===== config.mk =====
export PLATFORM = sky130hd
export DESIGN_NAME = pc_sequencer
export DESIGN_NICKNAME = d
export VERILOG_FILES = /design/src/rtl/pc_pkg.sv /design/src/rtl/return_stack.sv /design/src/rtl/pc_sequencer.sv
export SDC_FILE = /design/constraint.sdc
export NUM_CORES = 1
export LEC_CHECK = 0
export CORE_ASPECT_RATIO = 1.75
export CORE_UTILIZATION = 45
export DETAILED_ROUTE_END_ITERATION = 8
export PLACE_DENSITY_LB_ADDON = 0.2
export SYNTH_ARGS = -nofsm -noshare
export SYNTH_HDL_FRONTEND = slang
export SYNTH_SLANG_ARGS = --single-unit
export TNS_END_PERCENT = 20

===== constraint.sdc =====
create_clock -name clk -period 11.35 [get_ports clk]
set_input_delay 3.405 -clock clk [delete_from_list [all_inputs] [get_ports clk]]
set_output_delay 3.405 -clock clk [all_outputs]
set_load 0.02 [all_outputs]

===== src/rtl/pc_pkg.sv =====
// Shared instruction field positions and helpers for the program-counter unit.
package pc_pkg;

    localparam int IMM_LSB = 0;
    localparam int IMM_MSB = 15;
    localparam int TGT_MSB = 25;
    localparam int RS_LSB  = 21;
    localparam int RS_MSB  = 25;

    localparam logic [4:0] RA_REG = 5'd31;

    // Wide enough for any supported XLEN; callers keep the low XLEN bits.
    function automatic logic [63:0] sext16(input logic [15:0] imm);
        return {{48{imm[15]}}, imm};
    endfunction

endpackage


===== src/rtl/return_stack.sv =====
// Circular return-address stack: a full push overwrites the oldest entry, pop+push replaces the top.
module return_stack #(
    parameter int XLEN  = 32,
    parameter int DEPTH = 4
) (
    input  logic                     clk,
    input  logic                     rst,
    input  logic                     push,
    input  logic                     pop,
    input  logic [XLEN-1:0]          push_data,
    output logic [XLEN-1:0]          top,
    output logic                     empty,
    output logic [$clog2(DEPTH):0]   count
);

    localparam int PW = $clog2(DEPTH);

    logic [XLEN-1:0] mem [DEPTH];
    logic [PW-1:0]   ptr;
    logic [PW-1:0]   ptr_top;

    // ptr names the next free slot, so the top entry sits one below it.
    assign ptr_top = ptr - 1'b1;
    assign top     = mem[ptr_top];
    assign empty   = (count == '0);

    always_ff @(posedge clk or posedge rst) begin
        if (rst) begin
            ptr   <= '0;
            count <= '0;
            for (int i = 0; i < DEPTH; i++) begin
                mem[i] <= '0;
            end
        end else if (push && pop && !empty) begin
            mem[ptr_top] <= push_data;
        end else if (push) begin
            mem[ptr] <= push_data;
            ptr      <= ptr + 1'b1;
            if (count != (PW+1)'(DEPTH)) begin
                count <= count + 1'b1;
            end
        end else if (pop && !empty) begin
            ptr   <= ptr_top;
            count <= count - 1'b1;
        end
    end

endmodule


===== src/rtl/pc_sequencer.sv =====
// Registered program counter with branch/jump/jr target selection and misalignment flag.
// Define PC_RAS_EN to add a return-address stack and the ras_mismatch predictor check.
module pc_sequencer
    import pc_pkg::*;
#(
    parameter int              XLEN      = 32,
    parameter logic [XLEN-1:0] RESET_PC  = '0,
    parameter int              RAS_DEPTH = 4
) (
    input  logic            clk,
    input  logic            rst,
    input  logic            stall,
    input  logic [31:0]     instruction,
    input  logic            Jump,
    input  logic            Branch,
    input  logic            Bne,
    input  logic            JumpReg,
    input  logic            Link,
    input  logic            zero,
    input  logic [XLEN-1:0] rs_data,
    output logic [XLEN-1:0] pc,
    output logic [XLEN-1:0] pc_plus4,
    output logic [XLEN-1:0] link_addr,
    output logic            redirect,
    output logic            misalign_err,
    output logic            ras_mismatch
);

    logic [63:0]     imm_sext;
    logic [XLEN-1:0] br_tgt;
    logic [XLEN-1:0] j_tgt;
    logic [XLEN-1:0] jr_tgt;
    logic [XLEN-1:0] next_pc;
    logic            taken;

    localparam int unused_ras_depth = RAS_DEPTH;

    assign pc_plus4  = pc + XLEN'(4);
    assign link_addr = pc_plus4;
    assign imm_sext  = sext16(instruction[IMM_MSB:IMM_LSB]);
    assign br_tgt    = pc_plus4 + (imm_sext[XLEN-1:0] << 2);
    assign jr_tgt    = {rs_data[XLEN-1:2], 2'b00};
    assign taken     = Branch & (zero ^ Bne);

    generate
        if (XLEN > 28) begin : g_region
            assign j_tgt = {pc_plus4[XLEN-1:28], instruction[TGT_MSB:0], 2'b00};
        end else begin : g_no_region
            assign j_tgt = {instruction[TGT_MSB:0], 2'b00};
        end
    endgenerate

    always_comb begin
        next_pc = pc_plus4;
        if (JumpReg) begin
            next_pc = jr_tgt;
        end else if (Jump) begin
            next_pc = j_tgt;
        end else if (taken) begin
            next_pc = br_tgt;
        end
    end

    assign redirect = !stall && (next_pc != pc_plus4);

    always_ff @(posedge clk or posedge rst) begin
        if (rst) begin
            pc           <= RESET_PC;
            misalign_err <= 1'b0;
        end else begin
            if (!stall) begin
                pc <= next_pc;
            end
            misalign_err <= JumpReg & !stall & (|rs_data[1:0]);
        end
    end

`ifdef PC_RAS_EN
    logic                      ras_push;
    logic                      ras_pop;
    logic                      ras_empty;
    logic [XLEN-1:0]           ras_top;
    logic [$clog2(RAS_DEPTH):0] unused_ras_count;
    logic                      unused_bits;

    assign unused_bits = ^instruction[31:26];
    assign ras_push    = Link & (Jump | JumpReg) & !stall;
    assign ras_pop     = JumpReg & (instruction[RS_MSB:RS_LSB] == RA_REG) & !stall;

    return_stack #(
        .XLEN  (XLEN),
        .DEPTH (RAS_DEPTH)
    ) u_ras (
        .clk       (clk),
        .rst       (rst),
        .push      (ras_push),
        .pop       (ras_pop),
        .push_data (pc_plus4),
        .top       (ras_top),
        .empty     (ras_empty),
        .count     (unused_ras_count)
    );

    // The prediction is only checked; jr_tgt stays the architectural target.
    always_ff @(posedge clk or posedge rst) begin
        if (rst) begin
            ras_mismatch <= 1'b0;
        end else begin
            ras_mismatch <= ras_pop & !ras_empty & (ras_top != jr_tgt);
        end
    end
`else
    logic unused_bits;

    assign unused_bits  = ^{instruction[31:26], Link};
    assign ras_mismatch = 1'b0;
`endif

endmodule

==> results.txt <==
----------------------------------------------------
[Synthesis]
  Netlist cell types ... 86
  Warnings from Yosys ... 0
  Synth top area cells ... sky130_fd_sc_hd__dfrtp_1 (14%), sky130_fd_sc_hd__ha_1 (7.9%), sky130_fd_sc_hd__o21ai_0 (6.3%)
  Fraction of synthesized cell area taken by the top area cell type ... 0.1376
  Mapped Nets ... ~950
  Flip-flop cell with the highest count after synthesis ... sky130_fd_sc_hd__dfrtp_1
  Post-synth ARST share ... 1.000
  Per-instance average area after synthesis ... 7.144 um^2
  Number of instances in the synthesized netlist ... between 800 and 900
  Fraction of the yosys area taken by sequential cells ... 0.1376
  Post-synthesis instance area ... 0.006001 mm^2
  Largest area contributor in the netlist ... sky130_fd_sc_hd__dfrtp_1
  Number of synthesized register bits ... 33
  Post-synth EDFFs ... 0

[Power and ir drop]
  Power spent charging and discharging nets ... 437.0 uW
  Switching part of the total power ... 0.4788
  Combinational cell fraction of total power ... 0.681
  Reported leakage power ... ~3.2 nW
  Total chip power ... ~910 uW
  Internal portion of total power ... 475.7 uW
  Worst-case vdd ir drop ... between 0.05 and 0.06 mV
  Clock network fraction of design power ... 0.143
  Pwr/cell area ... approximately 120 mW/mm^2
  Share of power burned in registers ... 0.176

[Clock tree]
  Hold Buf Count CTS ... 0
  Sinks on Clock Net ... 33
  CTS root buf ... sky130_fd_sc_hd__clkbuf_16
  Resize count post-CTS ... 0
  Number of buffers on the longest clock path ... 2
  Clock tree from TritonCTS ... yes
  Clock transition at the registers of the reported paths ... approximately 0.05 ns
  Total CTS buffers ... 5
  H-Tree Depth ... 2
  Total setup buffers inserted after CTS ... 0
  Clock insertion delay at the later pin of the skew report ... ~0.28 ns

[Timing]
  Worst slew slack as a fraction of its limit ... 0.4676
  Share of the clock period used by the worst path ... 0.9796
  Setup violation total in the final timing report ... 0
  Setup repair after global routing missed its margin ... false
  Final Worst Setup Slack ... 0.2314 ns
  Max-slew violations ... 0
  Final hold violation count ... 0
  Min cycle time layout ... 11.12 ns
  Transition time of the tightest slew-check pin ... around 0.8 ns
  Top achievable clock speed ... between 80 and 90 MHz
  Final sum of negative setup slack ... 0 ns
  Layout Skew ... 0.003164 ns

[Outcome]
  Status ... complete, no violations

[Global route]
  Number of global-route vias before repair ... 6463
  Wire length of the first global-routing pass ... about 35 mm
  Initial antenna violation count ... 0
  Global-route usage over all layers ... 0.3292
  Largest net degree at the start of global routing ... between 50 and 60
  Overflow after GRT ... 0

[Final layout]
  Total inserted antenna cells ... 0
  Post-layout nets ... 1076
  Layout cell share with drive strength beyond 1 ... 0.07565
  Number of inserted filler cells in the final layout ... approximately 1300
  Layout Area Growth over Synthesis ... 29.92%

[Hold path]
  Type of the most critical hold path ... reg -> reg

[Die]
  Die width ... around 89 um
  Die span in y ... between 150 and 200 um
  I/O Pins ... approximately 170
  Core Rows ... 55
  Floorplan die area ... 0.01382 mm^2
  Effective utilization at floorplan ... 0.4638
  Area of the core ... roughly 0.013 mm^2

[Placement]
  Weighted congestion reported at the end of routability-driven placement ... about 1.0
  Pre-CTS setup slack ... around 0.32 ns
  Detail Placement HPWL ... 18.09 mm
  Count of input and output buffers ... ~160

[Critical path]
  Sort of element at the end of the critical path ... primary output
  WP data arrival ... approximately 7.7 ns
  Element type at the critical path start ... input pin
  Required time of the critical path ... ~8.0 ns
  Worst-path maximum fanout ... 4
  Critical Setup Path Class ... in -> out

[Drt]
  Number of optimization iterations in the first detailed-route pass ... 6
  Highest signal layer in the routed design ... met4
  Total length of routed met2 wires ... 10.99 mm
  Antenna viol nets, final ... 0
  # DRC ... 0
  Detailed-route vias per instance ... ~6.2
  Wire length per cell after detailed routing ... between 20 and 25 um
  Detailed-route via count ... about 7100
  Met3 wire len ... roughly 1.8 mm
  Sum of routed wire length over all layers ... around 23 mm
  Starting DRT DRC Count ... 701
  Routed length on met1 ... between 8 and 9 mm

[Job]
  Max capacitance violation total ... 0

----------------------------------------------------
## cell usage in the layout (no fill, tap or decap), types with 6 or more instances in the layout
cell,count
sky130_fd_sc_hd__clkdlybuf4s50_1,161
sky130_fd_sc_hd__nand2_1,92
sky130_fd_sc_hd__o21ai_0,74
sky130_fd_sc_hd__a21oi_1,62
sky130_fd_sc_hd__nor2_1,59
sky130_fd_sc_hd__xnor2_1,39
sky130_fd_sc_hd__ha_1,38
sky130_fd_sc_hd__nand3_1,36
sky130_fd_sc_hd__buf_4,35
sky130_fd_sc_hd__xor2_1,34
sky130_fd_sc_hd__dfrtp_1,33
sky130_fd_sc_hd__inv_1,31
sky130_fd_sc_hd__nand4_1,21
sky130_fd_sc_hd__a21o_1,17
sky130_fd_sc_hd__and3_1,15
sky130_fd_sc_hd__nor3_1,12
sky130_fd_sc_hd__o211ai_1,12
sky130_fd_sc_hd__a31oi_1,11
sky130_fd_sc_hd__a211oi_1,11
sky130_fd_sc_hd__nor4_1,11
sky130_fd_sc_hd__a221oi_1,9
sky130_fd_sc_hd__o31ai_1,8
sky130_fd_sc_hd__o22ai_1,8
sky130_fd_sc_hd__o21a_1,7
sky130_fd_sc_hd__nand2b_1,6
sky130_fd_sc_hd__o21bai_1,6
sky130_fd_sc_hd__o2111ai_1,6
## power by group through the flow
stage               clock network (mW)  logic [mW]  registers [mW]
floorplan                            0       0.385           0.169
global placement                     0       0.606           0.162
detailed placement                   0       0.610           0.162
CTS                              0.131       0.613           0.160
global route                     0.136       0.665           0.163
finish                           0.131       0.621           0.160
## metal layers
| layer | global-route usage | up-vias |
|---|---|---|
| li1 | - | 3306 |
| met1 | 0.4181 | 3303 |
| met2 | 0.5351 | 387 |
| met3 | 0.03522 | 75 |
| met4 | 0.1761 | 0 |
| met5 | 0 | - |
## area by class of cell
cell class / count / area [um^2] / share of cell area
inverter: 32 / 120.1 / 0.01541
clock buffer: 6 / 128.9 / 0.01653
timing repair buffer: 198 / 1884 / 0.2417
multi-input combinational: 694 / 4613 / 0.5917
tap: 171 / 214.0 / 0.02744
clock inverter: 2 / 10.01 / 0.001284
sequential: 33 / 825.8 / 0.1059
## critical path, cell delays in order
cell,delay (ns)
sky130_fd_sc_hd__clkdlybuf4s50_1,0.55
sky130_fd_sc_hd__ha_1,0.25
sky130_fd_sc_hd__inv_1,0.07
sky130_fd_sc_hd__fa_1,0.40
sky130_fd_sc_hd__nand2b_1,0.18
sky130_fd_sc_hd__a21o_1,0.20
sky130_fd_sc_hd__a31oi_1,0.34
sky130_fd_sc_hd__a31oi_1,0.16
sky130_fd_sc_hd__xor2_1,0.16
sky130_fd_sc_hd__o211ai_1,0.16
sky130_fd_sc_hd__o21a_1,0.21
sky130_fd_sc_hd__xnor2_1,0.07
sky130_fd_sc_hd__o21ai_0,0.47
sky130_fd_sc_hd__nor4b_1,0.10
sky130_fd_sc_hd__a41oi_1,0.31
sky130_fd_sc_hd__clkdlybuf4s50_1,0.67
## stage by stage
step                      hold slack, ns  cells  utilization  instance area, um^2
after detailed placement          0.5542   1128       0.5919                 7657
after global placement            0.5385   1128       0.5919                 7657
after floorplan                   0.6379    840            -                 6001
after global routing              0.5921   1136       0.6026                 7796
final                             0.5587   1136       0.6026                 7796
after CTS                         0.5653   1136       0.6026                 7796
## logic make-up (layout without fill, tap and decap cells)
logic type               count (synthesis)  after routing  share of synthesized area
XOR/XNOR                                77             77                     0.1184
flip-flops                              33             33                     0.1376
AND/OR/NAND/NOR                        300            300                     0.2625
AO/OA/AOI/OAI                          270            270                     0.2919
multiplexers                             7              7                    0.01272
other                                    1              1                  0.0006249
adder cells (fa/ha/maj)                 39             39                    0.08257
buffers and inverters                  113            238                    0.09362
## cell usage after synthesis (all sizes together), types with 3 or more instances
cell type	n
o31ai	8
and3	15
nor4	15
a31oi	11
a22oi	4
nor2b	3
o22ai	8
and4	5
o2111ai	6
a21o	17
inv	31
a211oi	12
o21a	7
nor3	15
mux2i	5
dfrtp	33
nand4	24
or2	5
ha	38
a311oi	5
nor4b	3
o21ai	75
or3	5
nor2	59
o21bai	6
nand3b	4
nand2b	6
buf	43
o211ai	12
xor2	36
a221oi	9
nand2	92
o32ai	3
a21oi	62
nand3	37
clkbuf	38
and2	4
a2111oi	3
xnor2	40
## sequential cells by signal (all words and copies together) (netlist names)
signal,count
pc,32
misalign_err,1
## final timing paths
kind,to,from,slack [ns],cells past startpoint
worst max register to register,pc[31],pc[2],5.98,17
worst min register to register,pc[26],pc[26],0.56,1
worst min-delay path,pc[26],pc[26],0.56,1
worst max-delay path,redirect,instruction[0],0.23,16
max in group asynchronous,pc[1],rst,7.52,3
min in group asynchronous,misalign_err,rst,3.51,3
Note: power is estimated with default switching activity, not from simulation.
==> RTL change, RTL diff (same settings) <==
Set the parameter `XLEN` to 64 (it was 32).
--- a/src/rtl/pc_sequencer.sv
+++ b/src/rtl/pc_sequencer.sv
@@ -3,7 +3,7 @@
 module pc_sequencer
     import pc_pkg::*;
 #(
-    parameter int              XLEN      = 32,
+    parameter int              XLEN      = 64,
     parameter logic [XLEN-1:0] RESET_PC  = '0,
     parameter int              RAS_DEPTH = 4
 ) (
Ports: changed (resized link_addr, pc, pc_plus4 and rs_data); port bits go from 172 to 300. No check against the original RTL was run, so the function may have changed too.
==> RTL change against the unedited design <==
  * Area after synthesis grew 110%
  * Power grew to 2.5 times the old value
  * Sequential cell count grew 32
  * Fmax shrank 0.47%
  * Worst setup slack lost 53 ps
  * Worst hold slack gained 8.0 ps
  * Via count grew 120%
  * Sequential power grew 100%
  * Routed wire length grew to 2.9 times the old value
  * Critical path type unchanged
  * Final area grew 110%
==> RTL change: results (changes against the unedited design) <==
| Metric | Value |
|---|---|
| Status | `complete, no violations (unchanged)` |
| Mapped Nets | `1939 (was 952)` |
| Final net count | `2288 (was 1076)` |
| Cells after DPL | `2463 (was 1128)` |
| Critical path arrival | `7770 ps (was 7710 ps)` |
| Slowest CP cell | `xnor2_1 (was clkdlybuf4s50_1)` |
| Sequential power | `0.321 mW (was 0.160 mW)` |
| Worst Hold End | `pc[0] (was pc[26])` |
| Post-synth top cells | `223 x nand2_1, 156 x o21ai_0, 132 x nor2_1, 132 x xnor2_1, 129 x a21oi_1 (was 92 x nand2_1, 75 x o21ai_0, 62 x a21oi_1)` |
| Largest net degree at the start of global routing | `79 (was 56)` |
| Worst slew pin tran | `1280 ps (was 793 ps)` |
| CP Max Fanout | `3 (was 4)` |
| Total track usage | `46.7% (was 32.9%)` |
| P_leak | `6.87 nW (was 3.17 nW)` |
| Worst hold path startpoint | `pc[0] (was pc[26])` |
| Total net switching power | `1.16 mW (was 0.437 mW)` |
| Peak supply drop | `0.104 mV (was 0.0555 mV)` |
| First-pass GRT wire length | `96700 microns (was 34700 microns)` |
| Crit-path leading delay family | `compound AO/OA/AOI/OAI gates (unchanged)` |
| Clock Skew | `7.99 ps (was 3.16 ps)` |
| Routed WL | `66800 microns (was 22800 microns)` |
| Initial antenna violation count | `5 (was 0)` |
| Vias per std cell | `6.40 (was 6.22)` |
| H-tree depth | `3 (was 2)` |
| Yosys cell types | `92 (was 86)` |
| Sequential fraction of the synthesis area | `13.1% (was 13.8%)` |
| IO buf count | `291 (was 163)` |
| Filler cell count | `2655 (was 1301)` |
| Reg2reg setup slack | `5140 ps (was 5980 ps)` |
| Initial DRC count | `1409 (was 701)` |
| Clock network fraction of design power | `12.3% (was 14.3%)` |
| Max incr delay on CP | `700 ps (was 670 ps)` |
| Reg2reg start | `pc[9] (was pc[2])` |
| Vias in the first global route | `15744 (was 6463)` |
| Post-Syn Area per Cell | `7.08 sq um (was 7.14 sq um)` |
| Latest clock arrival within the worst-skew pair | `340 ps (was 280 ps)` |
| Routability Congestion | `1.09 (was 1.03)` |
| Routed wire length per instance | `26.9 microns (was 20.1 microns)` |
| Layout cell share with drive strength beyond 1 | `12.8% (was 7.56%)` |
==> RTL change: cell count changes after synthesis, moves of 27 or more <==
cell | before | now
nand2_1 | 92 | 223
nand4_1 | 21 | 48
buf_4 | 35 | 69
dfrtp_1 | 33 | 65
inv_1 | 31 | 72
xnor2_1 | 39 | 132
ha_1 | 38 | 76
nor2_1 | 59 | 132
o211ai_1 | 12 | 46
o21ai_0 | 75 | 156
a21oi_1 | 62 | 129
xor2_1 | 34 | 68
==> RTL change: through the flow <==
stage	util (%)	instance area, sq um	setup slack, ps
after floorplan	-	12400	1340
after global placement	60.1	16400	-337
after detailed placement	60.1	16400	-463
after CTS	61.2	16700	14.6
after global routing	61.5	16700	48.9
final	61.5	16700	178
==> RTL change: area by class of cell <==
cell class	count	share of cell area, %
multi-input cells	1467	57.9
well taps	369	2.76
clock inverters	6	0.411
flip-flops and latches	65	9.71
clock buffers	10	1.37
inverters	76	1.70
diodes	1	0.0149
repair buffers	487	26.2
==> RTL change: kinds of logic (layout without fill, tap and decap cells) <==
kind of cell / after synthesis / after routing / share of synthesized area [%]
XOR/XNOR: 207 / 207 / 15.3
adder cells (fa/ha/maj): 77 / 77 / 7.80
AO/OA/AOI/OAI: 541 / 541 / 27.8
flip-flops: 65 / 65 / 13.1
multiplexers: 15 / 15 / 1.22
buffers and inverters: 225 / 579 / 9.78
other: 1 / 2 / 0.0301
AND/OR/NAND/NOR: 626 / 626 / 25.0
==> RTL change: layer usage <==
layer	routed length, microns	track usage, %
met5	23	0
met4	9770	55.3
met3	5120	10.1
met2	31900	80.0
met1	20100	41.5
==> RTL change: what timing repair did <==
action                                  4_1_cts  5_1_grt
pin swaps                                     1        7
setup buffers                                 0        1
gates resized for setup                       8       20
endpoints found under the setup margin        1        1
